===== src/rtl/if_fetch_pkg.sv =====
// Shared CPU fetch-stage types and constants: fetch FSM state, bubble word and PC step.
package if_fetch_pkg;

  typedef enum logic [1:0] {
    StReq   = 2'd0,
    StValid = 2'd1,
    StKill  = 2'd2
  } fetch_state_e;

  localparam logic [31:0] NOP_BUBBLE = 32'h0000_0000;
  localparam logic [31:0] PC_STEP    = 32'd4;

  function automatic logic [31:0] word_align(input logic [31:0] addr);
    return addr & ~32'h3;
  endfunction

endpackage


===== src/rtl/if_fetch_if.sv =====
// Instruction-memory request/response bundle between the fetch stage and instruction memory.
interface if_fetch_if;

  logic        imem_req_o;
  logic [31:0] imem_addr_o;
  logic        imem_ready_i;
  logic [31:0] imem_data_i;

  modport master (
    output imem_req_o,
    output imem_addr_o,
    input  imem_ready_i,
    input  imem_data_i
  );

  modport slave (
    input  imem_req_o,
    input  imem_addr_o,
    output imem_ready_i,
    output imem_data_i
  );

endinterface


===== src/rtl/if_fetch.sv =====
// Instruction fetch stage: REQ/VALID/KILL FSM with redirect handling.
// Optional performance counters are enabled with macro IF_PERF_CNT_EN.
module if_fetch
  import if_fetch_pkg::*;
#(
  parameter logic [31:0] RESET_PC = 32'h0000_0000
) (
  input  logic        clk_i,
  input  logic        rst_i,
  input  logic        Stall,
  input  logic        cpu_stall_o,
  input  logic        Flush,
  input  logic [31:0] branch_target_i,
  if_fetch_if.master  imem,
  output logic [31:0] instr,
  output logic [31:0] pc_o
`ifdef IF_PERF_CNT_EN
  ,
  output logic [31:0] fetch_cnt_o,
  output logic [31:0] wait_cnt_o
`endif
);

  fetch_state_e r_state_q, w_state_d;
  logic [31:0]  r_pc_q, w_pc_d;
  logic [31:0]  r_tgt_q, w_tgt_d;
  logic [31:0]  r_instr_q, w_instr_d;

  logic        w_advance;
  logic        w_redirect;
  logic        w_req;
  logic [31:0] w_tgt_aligned;

  assign w_advance     = !Stall && !cpu_stall_o;
  assign w_redirect    = Flush && w_advance;
  assign w_tgt_aligned = word_align(branch_target_i);
  assign w_req         = (r_state_q != StValid);

  always_comb begin
    w_state_d = r_state_q;
    w_pc_d    = r_pc_q;
    w_tgt_d   = r_tgt_q;
    w_instr_d = r_instr_q;
    unique case (r_state_q)
      StReq: begin
        if (imem.imem_ready_i) begin
          if (w_redirect) begin
            w_pc_d = w_tgt_aligned;
          end else begin
            w_instr_d = imem.imem_data_i;
            w_state_d = StValid;
          end
        end else if (w_redirect) begin
          // Request already on the bus: keep address stable, remember where to go.
          w_tgt_d   = w_tgt_aligned;
          w_state_d = StKill;
        end
      end
      StKill: begin
        if (imem.imem_ready_i) begin
          w_pc_d    = r_tgt_q;
          w_state_d = StReq;
        end else if (w_redirect) begin
          w_tgt_d = w_tgt_aligned;
        end
      end
      StValid: begin
        if (w_redirect) begin
          w_pc_d    = w_tgt_aligned;
          w_state_d = StReq;
        end else if (w_advance) begin
          w_pc_d    = r_pc_q + PC_STEP;
          w_state_d = StReq;
        end
      end
      default: w_state_d = StReq;
    endcase
  end

  always_ff @(posedge clk_i) begin
    if (rst_i) begin
      r_state_q <= StReq;
      r_pc_q    <= word_align(RESET_PC);
      r_tgt_q   <= 32'h0;
      r_instr_q <= NOP_BUBBLE;
    end else begin
      r_state_q <= w_state_d;
      r_pc_q    <= w_pc_d;
      r_tgt_q   <= w_tgt_d;
      r_instr_q <= w_instr_d;
    end
  end

  assign imem.imem_req_o  = w_req;
  assign imem.imem_addr_o = r_pc_q;
  assign instr            = (r_state_q == StValid) ? r_instr_q : NOP_BUBBLE;
  assign pc_o             = r_pc_q;

`ifdef IF_PERF_CNT_EN
  logic [31:0] r_fetch_cnt_q;
  logic [31:0] r_wait_cnt_q;

  always_ff @(posedge clk_i) begin
    if (rst_i) begin
      r_fetch_cnt_q <= 32'h0;
      r_wait_cnt_q  <= 32'h0;
    end else begin
      if (r_state_q == StReq && w_state_d == StValid) begin
        r_fetch_cnt_q <= r_fetch_cnt_q + 32'd1;
      end
      if (w_req && !imem.imem_ready_i) begin
        r_wait_cnt_q <= r_wait_cnt_q + 32'd1;
      end
    end
  end

  assign fetch_cnt_o = r_fetch_cnt_q;
  assign wait_cnt_o  = r_wait_cnt_q;
`endif

endmodule


===== src/flat_wrapper.sv =====
// flat-port wrapper written by rule: the top's interface ports become plain ports
module if_fetch_flat import if_fetch_pkg::*;
#(
  parameter logic [31:0] RESET_PC = 32'h0000_0000
)
  (clk_i, rst_i, Stall, cpu_stall_o, Flush, branch_target_i, instr, pc_o, imem_imem_req_o, imem_imem_addr_o, imem_imem_ready_i, imem_imem_data_i);
  if_fetch_if imem_i ();
  input  logic clk_i;
  input  logic rst_i;
  input  logic Stall;
  input  logic cpu_stall_o;
  input  logic Flush;
  input  logic [31:0] branch_target_i;
  output logic [31:0] instr;
  output logic [31:0] pc_o;
  output wire logic [$bits(imem_i.imem_req_o)-1:0] imem_imem_req_o;
  output wire logic [$bits(imem_i.imem_addr_o)-1:0] imem_imem_addr_o;
  input wire logic [$bits(imem_i.imem_ready_i)-1:0] imem_imem_ready_i;
  input wire logic [$bits(imem_i.imem_data_i)-1:0] imem_imem_data_i;
  assign imem_imem_req_o = imem_i.imem_req_o;
  assign imem_imem_addr_o = imem_i.imem_addr_o;
  assign imem_i.imem_ready_i = imem_imem_ready_i;
  assign imem_i.imem_data_i = imem_imem_data_i;
  if_fetch #(.RESET_PC(RESET_PC)) u_core (.clk_i(clk_i), .rst_i(rst_i), .Stall(Stall), .cpu_stall_o(cpu_stall_o), .Flush(Flush), .branch_target_i(branch_target_i), .imem(imem_i), .instr(instr), .pc_o(pc_o));
endmodule

===== config.mk =====
export PLATFORM = sky130hd
export DESIGN_NAME = if_fetch_flat
export DESIGN_NICKNAME = d
export VERILOG_FILES = /design/src/rtl/if_fetch_pkg.sv /design/src/rtl/if_fetch_if.sv /design/src/rtl/if_fetch.sv /design/src/flat_wrapper.sv
export SDC_FILE = /design/constraint.sdc
export NUM_CORES = 1
export LEC_CHECK = 0
export CORE_MARGIN = 3
export CORE_UTILIZATION = 48
export CTS_BUF_LIST = sky130_fd_sc_hd__clkbuf_4
export CTS_CLUSTER_SIZE = 8
export DETAILED_ROUTE_END_ITERATION = 8
export PLACE_DENSITY = 0.86
export SLEW_MARGIN = 30
export SYNTH_ARGS = -nofsm -noshare
export SYNTH_HDL_FRONTEND = slang
export SYNTH_SLANG_ARGS = --single-unit

===== constraint.sdc =====
create_clock -name clk_i -period 2.5 [get_ports clk_i]
set_input_delay 0.375 -clock clk_i [delete_from_list [all_inputs] [get_ports clk_i]]
set_output_delay 0.375 -clock clk_i [all_outputs]
set_load 0.02 [all_outputs]

; After elaboration in Yosys (flattened, before gate mapping)
; Index checks and enable logic that the tools add are counted.
[totals]
ff_bits = 96
latch_bits = 0
ram_bits = 0
mem_bits_ro = 0
inputBits = 70
output_inout_bits = 97
word_cells = 41
n_memories = 0
[classes]
n_addsub = 1
multipliers = 0
div = 0
magnitude_cmp = 0
eq_ne = 9
shifts = 0
muxes = 14
bitwise_logic = 2
reduce_logical = 11
[op_table]
columns = op, n
row1 = $mux 32, 6
row2 = $pmux 32 s3, 1
row3 = $add 32x3->32 const B, 1
row4 = $mux 2, 6
row5 = $pmux 2 s3, 1
row6 = $reduce_and 3->1, 2
row7 = $reduce_and 5->1, 1
row8 = $ne 2x1->1 const B, 2
row9 = $ne 2x2->1 const B, 2
row10 = $reduce_and 4->1, 1
row11 = $ne 3x1->1 const B, 1
row12 = $ne 3x2->1 const B, 1
row13 = $ne 3x3->1 const B, 1
row14 = $reduce_bool 3->1, 1
row15 = $eq 2x1->1 const B, 1
row16 = $eq 2x2->1 const B, 1
row17 = $logic_and 1x1->1, 2
row18 = $logic_not 1->1, 2
row19 = $logic_not 2->1, 1
row20 = $not 1->1, 2
row21 = $reduce_or 2->1, 1

; Depth between registers and ports, before layout
[depth]
word_depth = 6
depth_mapped = 10

; Least setup slack after synthesis
; OpenSTA, ideal clock, no wires.
[synth_path]
path_kind = reg2reg
startpoint = register u_core.r_pc_q[2] (netlist: u_core.imem.imem_addr_o[2])
endpoint = register u_core.r_pc_q[20] (netlist: u_core.imem.imem_addr_o[20])
setup_ps = 58
arrival_ps = 1917
slack_ps = 525
stages_incl_launch_ff = 8
n_path_buf = 1
path_cell_list = dfxtp_1 > ha_1 > nand3_1 > or2_1 > clkbuf_1 > or3_1 > a31oi_1 > a211o_1
[synth_between]
elab_chain_cells = 4
[synth_rtl]
columns = element, line_no
row1 = start: declaration, if_fetch.sv:25  ; logic [31:0] r_pc_q, w_pc_d;
row2 = start signal: assignment, if_fetch.sv:83  ; r_pc_q <= word_align(RESET_PC);
row3 = start signal: assignment, if_fetch.sv:88  ; r_pc_q <= w_pc_d;
row4 = $add 32x3->32, if_fetch.sv:72  ; w_pc_d = r_pc_q + PC_STEP;
row5 = $mux 32, if_fetch.sv:71  ; end else if (w_advance) begin
row6 = $mux 32, if_fetch.sv:68  ; if (w_redirect) begin
row7 = $pmux 32 s3, if_fetch.sv:44  ; unique case (r_state_q)
; Every way passes these cells. The select of a mux whose other input is x is not followed.
; A chain may end at the register's enable or synchronous reset.

; Worst setup path in the final report
[layout_path]
startpoint = register u_core.r_state_q[1]
endpoint = output imem_imem_req_o
[layout_between]
elab_chain_cells = 1
[layout_rtl]
columns = element, line_no
row1 = start: declaration, if_fetch.sv:24  ; fetch_state_e r_state_q, w_state_d;
row2 = start signal: assignment, if_fetch.sv:82  ; r_state_q <= StReq;
row3 = start signal: assignment, if_fetch.sv:87  ; r_state_q <= w_state_d;
row4 = $ne 2x1->1, if_fetch.sv:37  ; assign w_req = (r_state_q != StValid);
row5 = end: declaration, flat_wrapper.sv:16  ; output wire logic [$bits(imem_i.imem_req_o)-1:0] imem_imem_req_o;
; Every way passes these cells.

==> metrics.yaml <==
outcome: "finished clean"
layout_commonest_cell: "nand2_1"
synthArstFlopShare_pct: 0
seq_area_frac_synth_pct: 35.61
vias: 5685
critical_path.cell_chain: "inv_1 > ha_4 > clkinv_2 > clkdlybuf4s50_1"
place_hpwl_um: 11560
yosysWarningCount: 0
fin_crit_ns: 2.337
drc: 0
fin_crit_sh_pct: 93.48
drv_slew: 0
grt_overflow_total: 0
power.density_nw_per_um2: 642.6
crit_buf_inv: 3
maxCapViolations: 0
rrSetupSlack_ns: 0.25
final_cell_mix: "nand2_1, clkdlybuf4s50_1, dfxtp_1"
synth_area_per_cell_um2: 7.527
finalSetupViolCount: 0
track_usage_pct: 25.66
viasPerCell: 5.916
synth-edff-count: 0
synth_ff_type: "dfxtp_1"
critPathMaxFanout: 10
area_delta_synth_final_pct: 33.06
die_w_um: 110.9
ant_nets: 0
dr.pass1.iters: 5
start_kind: "flip-flop"
netlist_instances: 702
n_fill_cell: 868
crit_type: "reg2out"
drive_gt1_share_pct: 7.394
worstSkewPairLatency_ns: 0.45
slowest_stage: "clkdlybuf4s50_1"
ios: 167
fp.dieH_um: 110.9
grt_max_degree: 69
fmax_mhz: 427.9
yosys.cell_types.count: 66
postCtsSetupRepairBufs: 0
max_slew_margin_pct: 52.11
crit_family: "buffers and inverters"
clock-sinks: 94
rsz0062_at_grt: "no"
hp-class: "in2reg"
cts_root_buffer: "clkbuf_4"
critPathRequiredTime_ns: 2.12
end_kind: "output port"
path_clk_slew_ns: 0.16
ys_ff_latch: 94
numCtsBuffers: 9
n_antenna_cell: 0
io_buffers: 160
start_util_pct: 50.28
worst_pin_slew_ns: 0.7183
cts-htree-levels: 3
syn_area_um2: 5284
p_leak_nw: 2.737
drt-initial-drc-count: 501
rows: 37
finalWirelength_um: 16250
cpPeakStageDelay_ns: 0.60
core_um2: 10510
utilization_pct: 66.90
skew_ns: 0.03172
antenna_found_initial: 0
grt_pass1_vias: 5434
arrival_ns: 1.96
cts_buffer_depth: 2
die_area_um2: 12300
nNetsFinal: 895
ir_worst_vdd_uv: 395.3
cts_hold_buf: 0
hold_viol: 0
wl_per_cell_um: 16.90
grt_pass1_wl_um: 26450
fin_tns_setup_ns: 0
cts_tree: "yes"
gp_congestion: 0.8877
area by class of cell:
| type | count | area (um^2) | share of cell area, % |
|---|---|---|---|
| clock inverter | 6 | 70.07 | 0.9966 |
| clock buffer | 10 | 75.07 | 1.068 |
| timing repair buffer | 188 | 1882 | 26.77 |
| inverter | 8 | 31.28 | 0.4449 |
| tap | 136 | 170.2 | 2.420 |
| multi-input combinational | 519 | 2920 | 41.54 |
| sequential | 94 | 1882 | 26.77 |
synth_stat cells (all sizes together) (5+ instances only):
cell type	count	share of area, %
or3	5	0.59
inv	7	0.50
a22o	7	1.2
a21oi	80	7.6
nand2	140	9.9
nor2	44	3.2
clkbuf	29	2.1
a31oi	7	0.83
nor3b	7	1.3
ha	5	1.2
dfxtp	94	36
a221oi	13	2.2
and3	8	0.95
buf	55	7.0
nand3	17	1.7
nor4	7	1.1
a22oi	5	0.71
nor3	28	2.7
o21ai	28	2.7
and2	34	4.0
nand4	13	2.1
o32ai	5	0.97
stage by stage:
| step | setup WS (ns) | hold WS, ns | power [mW] | cells | instance area, um^2 |
|---|---|---|---|---|---|
| finish | 0.1631 | 0.3370 | 4.518 | 961 | 7030 |
| CTS | 0.001132 | 0.2883 | 4.522 | 961 | 7003 |
| detailed placement | 0.1058 | 0.4433 | 3.660 | 945 | 6859 |
| floorplan | 0.5253 | 0.4317 | 2.965 | 705 | 5295 |
| global route | 0.06904 | 0.3168 | 4.750 | 961 | 7030 |
| global placement | 0.1369 | 0.4368 | 3.607 | 945 | 6859 |
timing repair:
action,in CTS,in global routing
endpoints found under the setup margin,27,11
endpoints found under the hold margin,0,0
gates resized for setup,19,11
sequential cells by signal, summed over array words and instances (netlist names):
register                 cells
u_core.imem.imem_addr_o     30
u_core.r_instr_q            32
u_core.r_state_q             2
u_core.r_tgt_q              30
path summary, 6_finish.rpt:
check / start / end / depth (start not counted)
setup reg to reg: u_core.r_state_q[0] / u_core.imem.imem_addr_o[11] / 8
hold / removal: rst_i / u_core.imem.imem_addr_o[31] / 4
hold reg to reg: u_core.r_instr_q[25] / u_core.r_instr_q[25] / 2
setup / recovery: u_core.r_state_q[1] / imem_imem_req_o / 4
layer usage:
layer,up-vias,global-route usage (%),part of all wire (%),wire length (um)
li1,2681,-,-,-
met1,2644,32.08,39,6320
met5,-,0,0,0
met4,0,8.456,2.0,329
met3,29,7.260,12,1980
met2,331,42.60,47,7614
worst reg2reg max path: cells and delay by family, from the launching register on:
family,cells,cell delay (ns)
simple gates,3,0.69
fa+ha+maj,1,0.28
flops,1,0.46
buf+inv,2,0.39
compound gates,2,0.40
kinds of logic (layout without fill, tap and decap cells):
family                   Yosys count  in the layout  share of synthesized area (%)
AO/OA/AOI/OAI                    181            181                          21.93
XOR/XNOR                           4              4                         0.6632
adder cells (fa/ha/maj)            5              5                          1.184
buffers and inverters             92            212                          9.661
flip-flops                        94             94                          35.61
multiplexers                       1              1                         0.1894
other                              1              4                        0.07097
AND/OR/NAND/NOR                  324            324                          30.69
power by group:
| group | switching (mW) | leakage (nW) | internal [mW] |
|---|---|---|---|
| logic | 0.961 | 1.90 | 0.809 |
| registers | 0.222 | 0.768 | 1.65 |
| clock network | 0.552 | 0.0696 | 0.323 |
| total | 1.73 | 2.74 | 2.78 |
No activity file was read; power rests on OpenSTA's default activity.
